File: config.mk
export PLATFORM = sky130hd
export DESIGN_NAME = rr_mux_arbiter_flat
export DESIGN_NICKNAME = d
export VERILOG_FILES = /design/src/rtl/rr_mux_arbiter_if.sv /design/src/rtl/rr_mux_arbiter.sv /design/src/flat_wrapper.sv
export SDC_FILE = /design/constraint.sdc
export NUM_CORES = 1
export LEC_CHECK = 0
export BUFFER_PORTS_ARGS = -buffer_cell sky130_fd_sc_hd__buf_2
export CAP_MARGIN = 10
export CORE_AREA = 2 2 130 132
export DETAILED_ROUTE_END_ITERATION = 7
export DIE_AREA = 0 0 132 134
export GPL_ROUTABILITY_DRIVEN = 0
export PLACE_DENSITY_LB_ADDON = 0.2
export SLEW_MARGIN = 10
export SYNTH_ARGS = -nofsm -noshare
export SYNTH_HDL_FRONTEND = slang
export SYNTH_SLANG_ARGS = --single-unit
File: constraint.sdc
create_clock -name clk -period 2.1 [get_ports clk]
set_input_delay 0.21 -clock clk [delete_from_list [all_inputs] [get_ports clk]]
set_output_delay 0.21 -clock clk [all_outputs]
set_load 0.05 [all_outputs]
File: src/rtl/rr_mux_arbiter_if.sv
// Handshake bundle for rr_mux_arbiter.
// Request side:  valid_i/data_i in, ready_o out (one bit per channel,
//                channel k's word at data_i[k*Size +: Size]).
// Result side:   valid_o/data_o/sel_o out, ready_i in.
// master: the producer/consumer environment. slave: the arbiter itself.
interface rr_mux_arbiter_if #(
  parameter int Size   = 64,
  parameter int Inputs = 4
);
  localparam int SelW = $clog2(Inputs);

  logic [Inputs-1:0]      valid_i;
  logic [Inputs*Size-1:0] data_i;
  logic [Inputs-1:0]      ready_o;
  logic                   valid_o;
  logic [Size-1:0]        data_o;
  logic [SelW-1:0]        sel_o;
  logic                   ready_i;

  modport master (
    output valid_i, data_i, ready_i,
    input  ready_o, valid_o, data_o, sel_o
  );

  modport slave (
    input  valid_i, data_i, ready_i,
    output ready_o, valid_o, data_o, sel_o
  );
endinterface

File: src/rtl/rr_mux_arbiter.sv
// Registered N-to-1 multiplexer with round-robin arbitration.
// Ports:
//   clk    - clock, rising edge
//   reset  - synchronous, active-high
//   bus    - rr_mux_arbiter_if.slave: per-channel valid_i/data_i/ready_o
//            requests, registered valid_o/data_o/sel_o result with ready_i.
// One valid channel is granted per cycle whenever the output register can
// load; priority starts just after the most recently granted channel.
module rr_mux_arbiter #(
  parameter int Size   = 64,
  parameter int Inputs = 4
) (
  input logic            clk,
  input logic            reset,
  rr_mux_arbiter_if.slave bus
);
  localparam int SelW = $clog2(Inputs);
  localparam int SumW = SelW + 1;
  localparam logic [SumW-1:0] InputsW  = SumW'(Inputs);
  localparam logic [SelW-1:0] LastInit = SelW'(Inputs - 1);

  // Unpacked view of the packed input words.
  logic [Size-1:0] word [Inputs];

  genvar gi;
  generate
    for (gi = 0; gi < Inputs; gi++) begin : g_unpack
      assign word[gi] = bus.data_i[gi*Size +: Size];
    end
  endgenerate

  logic            valid_q, valid_d;
  logic [Size-1:0] data_q, data_d;
  logic [SelW-1:0] sel_q, sel_d;
  logic [SelW-1:0] last_q, last_d;

  logic              load_en;
  logic              found;
  logic              transfer;
  logic [SelW-1:0]   grant_idx;
  logic [Inputs-1:0] grant;
  logic [SumW-1:0]   cand_sum;
  logic [SelW-1:0]   cand;

  // Scan channels last+1, last+2, ... wrapping modulo Inputs; first valid
  // one wins. The extra sum bit lets the wrap work for non-power-of-two
  // channel counts.
  always_comb begin : arbitrate
    grant     = '0;
    grant_idx = '0;
    found     = 1'b0;
    cand_sum  = '0;
    cand      = '0;
    for (int off = 1; off <= Inputs; off++) begin
      cand_sum = {1'b0, last_q} + SumW'(off);
      if (cand_sum >= InputsW) begin
        cand_sum = cand_sum - InputsW;
      end
      cand = cand_sum[SelW-1:0];
      if (!found && bus.valid_i[cand]) begin
        found     = 1'b1;
        grant_idx = cand;
      end
    end
    if (found) begin
      grant[grant_idx] = 1'b1;
    end
  end

  assign load_en     = !valid_q || bus.ready_i;
  // ready_o never depends on data_i; it is forced low during reset.
  assign bus.ready_o = (load_en && !reset) ? grant : '0;
  assign transfer    = found && load_en && !reset;

  always_comb begin : next_state
    valid_d = valid_q;
    data_d  = data_q;
    sel_d   = sel_q;
    last_d  = last_q;
    if (transfer) begin
      valid_d = 1'b1;
      data_d  = word[grant_idx];
      sel_d   = grant_idx;
      last_d  = grant_idx;
    end else if (valid_q && bus.ready_i) begin
      // Drain without refill: word and index stay visible, only valid drops.
      valid_d = 1'b0;
    end
  end

  always_ff @(posedge clk) begin
    if (reset) begin
      valid_q <= 1'b0;
      data_q  <= '0;
      sel_q   <= '0;
      last_q  <= LastInit;
    end else begin
      valid_q <= valid_d;
      data_q  <= data_d;
      sel_q   <= sel_d;
      last_q  <= last_d;
    end
  end

  assign bus.valid_o = valid_q;
  assign bus.data_o  = data_q;
  assign bus.sel_o   = sel_q;
endmodule

File: src/flat_wrapper.sv
// flat-port wrapper written by rule: the top's interface ports become plain ports
module rr_mux_arbiter_flat 
#(
  parameter int Size   = 64,
  parameter int Inputs = 4
)
  (clk, reset, bus_valid_i, bus_data_i, bus_ready_i, bus_ready_o, bus_valid_o, bus_data_o, bus_sel_o);
  rr_mux_arbiter_if #(.Size(Size), .Inputs(Inputs)) bus_i ();
  input logic clk;
  input logic reset;
  input wire logic [$bits(bus_i.valid_i)-1:0] bus_valid_i;
  input wire logic [$bits(bus_i.data_i)-1:0] bus_data_i;
  input wire logic [$bits(bus_i.ready_i)-1:0] bus_ready_i;
  output wire logic [$bits(bus_i.ready_o)-1:0] bus_ready_o;
  output wire logic [$bits(bus_i.valid_o)-1:0] bus_valid_o;
  output wire logic [$bits(bus_i.data_o)-1:0] bus_data_o;
  output wire logic [$bits(bus_i.sel_o)-1:0] bus_sel_o;
  assign bus_i.valid_i = bus_valid_i;
  assign bus_i.data_i = bus_data_i;
  assign bus_i.ready_i = bus_ready_i;
  assign bus_ready_o = bus_i.ready_o;
  assign bus_valid_o = bus_i.valid_o;
  assign bus_data_o = bus_i.data_o;
  assign bus_sel_o = bus_i.sel_o;
  rr_mux_arbiter #(.Size(Size), .Inputs(Inputs)) u_core (.clk(clk), .reset(reset), .bus(bus_i));
endmodule
* Word-level counts from Yosys, hierarchy flattened
Cells that the tools add are included.
** Operators by class
- Add/sub/neg operators :: 8
- $mul :: 0
- Divide/modulo/power cells :: 0
- $lt $le $gt $ge :: 11
- Equality and inequality tests :: 0
- Shifts and indexed selects :: 0
- Muxes and demuxes :: 29
- Bitwise gates (word level) :: 1
- Reduce and logical (&&, ||, !) cells :: 15
** Operator list (number)
- binary-select mux 64 bit (select 2 bit) :: 1
- 2-to-1 mux 64 bit :: 2
- 2-to-1 mux 2 bit :: 8
- >= comparator 3 bit, second input constant :: 5
- < comparator 2 x 3 -> 1 bit, second input constant :: 5
- 2-to-1 mux 1 bit :: 11
- binary-select mux 1 bit (select 2 bit) :: 4
- logical AND 1 bit :: 8
- 2-to-1 mux 4 bit :: 2
- subtractor 2 x 1 -> 2 bit, second input constant :: 4
- adder 2 x 2 -> 3 bit, second input constant :: 2
- zero test 1 bit :: 5
- adder 2 x 1 -> 3 bit, second input constant :: 1
- adder 2 x 3 -> 3 bit, second input constant :: 1
- inverter 2 -> 3 bit :: 1
- demux 1 bit (select 2 bit) :: 1
- >= comparator 2 x 1 -> 1 bit, second input constant :: 1
- nonzero test 2 bit :: 1
- logical OR 1 bit :: 1
** Storage, ports and cells
- Flip-flop bits (word level) :: 69
- Latch bits :: 0
- Memory bits (writable) :: 0
- Memory bits (read-only) :: 0
- Output and inout bits :: 71
- Memories :: 0

* Logic depth before layout (Yosys ltp)
- Depth after elaboration :: 21
- Mapped depth :: 8
- Depth with buffers taken out :: 5

* Worst setup path after synthesis
No wires, ideal clock.
- Path type :: register to output
- Start point :: register u_core.valid_q, in the netlist u_core.bus.valid_o
- End point :: output port bus_ready_o[0]
- Data arrival time :: 1.906 ns
- Data required time :: 1.890 ns
- Slack :: -0.016 ns
- Stages on the path, launching flop included :: 6
- Buffers on the path :: 1
- Path through :: dfxtp_1 nor2b_1 nor3_1 o21ai_1 clkbuf_1 nor2_1
** Between the ends
- Word-level cells in the longest chain between the ends :: 4
** Ends and longest elaborated chain
- from (decl) :: RTL line rr_mux_arbiter.sv:32 : logic valid_q, valid_d;
- from (signal assigned) :: RTL line rr_mux_arbiter.sv:98 : valid_q <= valid_d;
- zero test 1 bit :: RTL line rr_mux_arbiter.sv:70 : assign load_en = !valid_q || bus.ready_i;
- logical OR 1 bit :: RTL line rr_mux_arbiter.sv:70
- logical AND 1 bit :: RTL line rr_mux_arbiter.sv:72 : assign bus.ready_o = (load_en && !reset) ? grant : '0;
- 2-to-1 mux 4 bit :: RTL line rr_mux_arbiter.sv:72
- to (decl) :: RTL line flat_wrapper.sv:14 : output wire logic [$bits(bus_i.ready_o)-1:0] bus_ready_o;
No other way between the ends.

* Worst setup path in the final report
- Start point :: register u_core.last_q[0]
- End point :: register u_core.data_q[43], in the netlist u_core.bus.data_o[43]
** Between the ends
- Word-level cells in the longest chain between the ends :: 19
** Ends and longest elaborated chain
- from (decl) :: RTL line rr_mux_arbiter.sv:35 : logic [SelW-1:0] last_q, last_d;
- from (signal assigned) :: RTL line rr_mux_arbiter.sv:96 : last_q <= LastInit;
- from (signal assigned) :: RTL line rr_mux_arbiter.sv:101 : last_q <= last_d;
- adder 2 x 1 -> 3 bit :: RTL line rr_mux_arbiter.sv:55 : cand_sum = {1'b0, last_q} + SumW'(off);
- >= comparator 3 bit or subtractor 2 x 1 -> 2 bit (tied branches) :: RTL line rr_mux_arbiter.sv:56, rr_mux_arbiter.sv:57
- 2-to-1 mux 2 bit :: RTL line rr_mux_arbiter.sv:56 : if (cand_sum >= InputsW) begin
- binary-select mux 1 bit (select 2 bit) :: RTL line rr_mux_arbiter.sv:60 : if (!found && bus.valid_i[cand]) begin
- 2-to-1 mux 1 bit (implied by the code) :: RTL line rr_mux_arbiter.sv:60
- 2-to-1 mux 1 bit :: RTL line rr_mux_arbiter.sv:60
- zero test 1 bit :: RTL line rr_mux_arbiter.sv:60
- logical AND 1 bit :: RTL line rr_mux_arbiter.sv:60
- [2 not listed]
- logical AND 1 bit :: RTL line rr_mux_arbiter.sv:60
- 2-to-1 mux 1 bit :: RTL line rr_mux_arbiter.sv:60
- zero test 1 bit :: RTL line rr_mux_arbiter.sv:60
- logical AND 1 bit :: RTL line rr_mux_arbiter.sv:60
- 2-to-1 mux 2 bit :: RTL line rr_mux_arbiter.sv:60
- inverter 2 -> 3 bit (implied by the code) :: RTL line rr_mux_arbiter.sv:82 : data_d = word[grant_idx];
- binary-select mux 64 bit (select 2 bit) :: RTL line rr_mux_arbiter.sv:82
- 2-to-1 mux 64 bit (implied by the code) (2 in series) :: RTL line rr_mux_arbiter.sv:82
- to (signal assigned) :: RTL line rr_mux_arbiter.sv:99 : data_q <= data_d;
- to (decl) :: RTL line rr_mux_arbiter.sv:33 : logic [Size-1:0] data_q, data_d;
Several ways; a longest one is shown, not always the timed one. The select of a mux whose other input is x is not followed.
A chain may end at the register's enable or synchronous reset.

==> impl_results.html <==
<table>
<tr><th>Metric</th><th>Value</th></tr>
<tr><th colspan="2">CTS</th></tr>
<tr><td>Clock slew at reported path FFs</td><td>60 ps</td></tr>
<tr><td>Total CTS buffers</td><td>9</td></tr>
<tr><td>Clock tree from TritonCTS</td><td>done</td></tr>
<tr><td>Cell at the root of the clock tree</td><td>sky130_fd_sc_hd__clkbuf_16</td></tr>
<tr><td>Sink Count</td><td>69</td></tr>
<tr><td>Maximum level of the CTS H-tree</td><td>3</td></tr>
<tr><td>Insertion delay to the later sink of the worst-skew pair</td><td>340 ps</td></tr>
<tr><td>Largest buffer count on any clock path</td><td>2</td></tr>
<tr><th colspan="2">Run status</th></tr>
<tr><td>Result of the run</td><td>finished clean</td></tr>
<tr><th colspan="2">Finish</th></tr>
<tr><td>Highest-count cells in the layout ignoring fill and taps</td><td>sky130_fd_sc_hd__buf_2, sky130_fd_sc_hd__dfxtp_1, sky130_fd_sc_hd__a21oi_1</td></tr>
<tr><td>Register Area</td><td>about 1400 um2</td></tr>
<tr><td>Total area of multi-input combinational cells</td><td>roughly 2900 um2</td></tr>
<tr><td>Fraction of layout instances using a drive strength above 1</td><td>0.542</td></tr>
<tr><td>Net total in the final layout</td><td>1,068</td></tr>
<tr><td>Area of all placed cells without fillers</td><td>6950 um2</td></tr>
<tr><td>Fillcell total</td><td>1,673</td></tr>
<tr><td>Area growth from synthesis to layout</td><td>56.3%</td></tr>
<tr><td>Most frequent standard cell in the layout excluding fill and tap cells</td><td>sky130_fd_sc_hd__buf_2</td></tr>
<tr><th colspan="2">Logic synthesis</th></tr>
<tr><td>Total number of yosys warnings</td><td>0</td></tr>
<tr><td>Leading register cell type out of synthesis</td><td>sky130_fd_sc_hd__dfxtp_1</td></tr>
<tr><td>Number of register bits inferred by synthesis</td><td>69</td></tr>
<tr><td>Net Count, Synth</td><td>between 700 and 800</td></tr>
<tr><td>Mean area per synthesized cell</td><td>~9 um2</td></tr>
<tr><td>Number of different library cells in the post-synthesis netlist</td><td>32</td></tr>
<tr><td>Fraction of the yosys area taken by sequential cells</td><td>0.310</td></tr>
<tr><td>Top cell type by total area after synthesis</td><td>sky130_fd_sc_hd__dfxtp_1</td></tr>
<tr><td>Number of flops mapped to enable cells by yosys</td><td>0</td></tr>
<tr><td>Area fraction of the dominant cell type after synthesis</td><td>0.310</td></tr>
<tr><td>Synth top area cells</td><td>sky130_fd_sc_hd__dfxtp_1, sky130_fd_sc_hd__a221o_1, sky130_fd_sc_hd__o31ai_1</td></tr>
<tr><td>Synthesized area</td><td>4450 um2</td></tr>
<tr><td>Async set-reset flop share out of synthesis</td><td>0</td></tr>
<tr><td>Number of instances in the synthesized netlist</td><td>495</td></tr>
<tr><th colspan="2">Floorplanning</th></tr>
<tr><td>Initial standard-cell utilization of the core</td><td>0.273</td></tr>
<tr><td>Placeable core region</td><td>16,300 um2</td></tr>
<tr><td>I/O pin total</td><td>334</td></tr>
<tr><td>Number of rows created at floorplan</td><td>47</td></tr>
<tr><td>Die Outline Area</td><td>17,700 um2</td></tr>
<tr><td>Floorplan die height</td><td>134 um</td></tr>
<tr><td>Die Wd</td><td>132 um</td></tr>
<tr><th colspan="2">Timing</th></tr>
<tr><td>Achievable frequency</td><td>479 MHz</td></tr>
<tr><td>Fin. Hold Viols</td><td>0</td></tr>
<tr><td>Final Max Slew Viols</td><td>0</td></tr>
<tr><td>Final setup vio count</td><td>0</td></tr>
<tr><td>Slew at the pin with the worst max-slew slack</td><td>419 ps</td></tr>
<tr><td>Setup clock skew after layout</td><td>about 8.0 ps</td></tr>
<tr><td>Relative max-transition margin</td><td>0.721</td></tr>
<tr><td>Final period utilization</td><td>0.995</td></tr>
<tr><td>Min Tclk post-route</td><td>~2100 ps</td></tr>
<tr><td>Setup repair after global routing missed its margin</td><td>true</td></tr>
<tr><th colspan="2">GRT</th></tr>
<tr><td>Initial antenna violation count</td><td>3</td></tr>
<tr><td>Pin count of the biggest net entering global routing</td><td>64</td></tr>
<tr><td>Number of global-route vias before repair</td><td>around 5,600</td></tr>
<tr><td>Global route total overflow</td><td>0</td></tr>
<tr><td>Wire length of the first global-routing pass</td><td>roughly 30 mm</td></tr>
<tr><td>Aggregate global-route resource usage</td><td>0.214</td></tr>
<tr><th colspan="2">Drt</th></tr>
<tr><td>Wire length after detailed routing</td><td>20.5 mm</td></tr>
<tr><td>First DRT Iteration DRCs</td><td>~400</td></tr>
<tr><td>Drt drc</td><td>0</td></tr>
<tr><td>Number of vias in the routed layout</td><td>5,665</td></tr>
<tr><td>Number of search-and-repair iterations in the first detailed-routing pass</td><td>5</td></tr>
<tr><td>Number of antenna-violating nets in the routed design</td><td>0</td></tr>
<tr><td>Wire length per cell</td><td>19.8 um</td></tr>
<tr><td>Via-per-instance ratio</td><td>5.49</td></tr>
<tr><th colspan="2">Power</th></tr>
<tr><td>Worst VDD drop</td><td>519 uV</td></tr>
<tr><td>Static power due to leakage</td><td>3.36 nW</td></tr>
<tr><td>PwrDens</td><td>785 nW/um2</td></tr>
<tr><td>Total power</td><td>5.46 mW</td></tr>
<tr><th colspan="2">Setup path</th></tr>
<tr><td>Cell with the largest stage delay on the worst path</td><td>sky130_fd_sc_hd__mux2_1</td></tr>
<tr><td>Worst path buffer plus inverter count</td><td>2</td></tr>
<tr><td>Element type at the critical path start</td><td>flip-flop</td></tr>
<tr><td>Arrival time reported for the critical path endpoint</td><td>2310 ps</td></tr>
<tr><td>Required time worst endpoint</td><td>around 2300 ps</td></tr>
<tr><td>Cell-by-cell trace of the critical path</td><td>and2b_1 -&gt; o21a_2 -&gt; nor3_4 -&gt; buf_6 -&gt; clkbuf_16 -&gt; mux2_1 -&gt; a221o_1</td></tr>
<tr><td>Critical path fanouts, max</td><td>17</td></tr>
<tr><td>Top Family by Delay on Critical Path</td><td>compound AO/OA/AOI/OAI gates</td></tr>
<tr><td>Category of the worst setup path capture point</td><td>flip-flop</td></tr>
<tr><td>Worst stage delay on the critical path</td><td>340 ps</td></tr>
<tr><td>Critical path start-end classification</td><td>reg -&gt; reg</td></tr>
<tr><th colspan="2">Place</th></tr>
<tr><td>Area of placed instances</td><td>between 6000 and 7000 um2</td></tr>
<tr><td># port buffers</td><td>approximately 330</td></tr>
<tr><td>HPWL after detailed placement</td><td>13.3 mm</td></tr>
<tr><th colspan="2">Min path</th></tr>
<tr><td>Type of the tightest min-delay check</td><td>in -&gt; reg</td></tr>
<tr><th colspan="2">Flow run</th></tr>
<tr><td># Max-Cap Violations</td><td>0</td></tr>
</table>
==> where the power goes <==
group / total, mW / internal [mW] / switching [mW]
clock network: 1.46 / 0.828 / 0.632
registers: 1.61 / 1.50 / 0.102
logic: 2.39 / 0.911 / 1.48
==> routing by layer <==
metal	part of all wire	GRT usage	wire length, um	vias to the layer above
met5	0.00078	0	16	-
met4	0.027	0.0996	554	2
met3	0.066	0.0412	1360	41
met2	0.49	0.372	9950	272
met1	0.42	0.256	8580	2686
li1	-	-	-	2664
==> worst reg2reg max path, cell delays in order, from the launching register on <==
cell	delay, ps
sky130_fd_sc_hd__dfxtp_2	330
sky130_fd_sc_hd__and2b_1	190
sky130_fd_sc_hd__o21a_2	250
sky130_fd_sc_hd__nor3_4	140
sky130_fd_sc_hd__buf_6	200
sky130_fd_sc_hd__clkbuf_16	240
sky130_fd_sc_hd__mux2_1	340
sky130_fd_sc_hd__a221o_1	290
==> stage by stage <==
stage / hold WS (ps) / std cells / TNS (ps) / utilization / setup slack, ps
global placement: 461 / 1003 / 0 / 0.396 / 34.1
finish: 158 / 1031 / 0 / 0.427 / 10.6
CTS: 136 / 1022 / -59.0 / 0.416 / -13.5
floorplan: 374 / 495 / -31.0 / - / -15.5
global route: 175 / 1031 / -699 / 0.427 / -43.3
detailed placement: 450 / 1003 / 0 / 0.396 / 17.2
==> cells in the mapped netlist, types with 3 or more instances <==
| master | instances |
|---|---|
| sky130_fd_sc_hd__a21oi_1 | 64 |
| sky130_fd_sc_hd__a221o_1 | 63 |
| sky130_fd_sc_hd__buf_2 | 6 |
| sky130_fd_sc_hd__buf_6 | 3 |
| sky130_fd_sc_hd__clkbuf_1 | 56 |
| sky130_fd_sc_hd__dfxtp_1 | 69 |
| sky130_fd_sc_hd__mux2_1 | 30 |
| sky130_fd_sc_hd__mux2_2 | 33 |
| sky130_fd_sc_hd__mux2i_1 | 3 |
| sky130_fd_sc_hd__nand2b_1 | 3 |
| sky130_fd_sc_hd__nand4_1 | 63 |
| sky130_fd_sc_hd__nor2_1 | 12 |
| sky130_fd_sc_hd__nor3_1 | 3 |
| sky130_fd_sc_hd__o21ai_1 | 3 |
| sky130_fd_sc_hd__o31ai_1 | 63 |
==> layout make-up <==
cell class	count	area share
Tap cell	220	0.0396
Antenna cell	1	0.000360
Multi-Input combinational cell	358	0.416
Timing Repair Buffer	367	0.305
Clock buffer	10	0.0344
Clock inverter	6	0.00558
Sequential cell	69	0.199
==> cells by family after synthesis <==
| logic type | share of synthesized area |
|---|---|
| buffers and inverters | 0.0649 |
| DFF | 0.310 |
| and+or+nand+nor | 0.120 |
| AOI/OAI and AO/OA | 0.338 |
| muxes | 0.166 |
==> path summary, 6_finish.rpt <==
path                           endpoint  cells after the start  slack, ps                 start
hold reg to reg    u_core.bus.data_o[4]                      2        460  u_core.bus.data_o[4]
setup reg to reg  u_core.bus.data_o[43]                      7         10      u_core.last_q[0]
setup / recovery  u_core.bus.data_o[43]                      7         10      u_core.last_q[0]
hold / removal       u_core.bus.valid_o                      3        160           bus_ready_i
==> registers in the layout, summed over array words and instances, names as in the netlist <==
| register | count |
|---|---|
| u_core.bus.data_o | 64 |
| u_core.bus.sel_o | 2 |
| u_core.bus.valid_o | 1 |
| u_core.last_q | 2 |
==> what timing repair did <==
item                                    4_1_cts  5_1_grt
hold buffers                                  0        0
cloned                                        1        2
gates resized for setup                       3       21
setup buffers                                 2        6
endpoints found under the setup margin        3       43
pin swaps                                     0        1
Note: power is estimated with default switching activity, not from simulation.
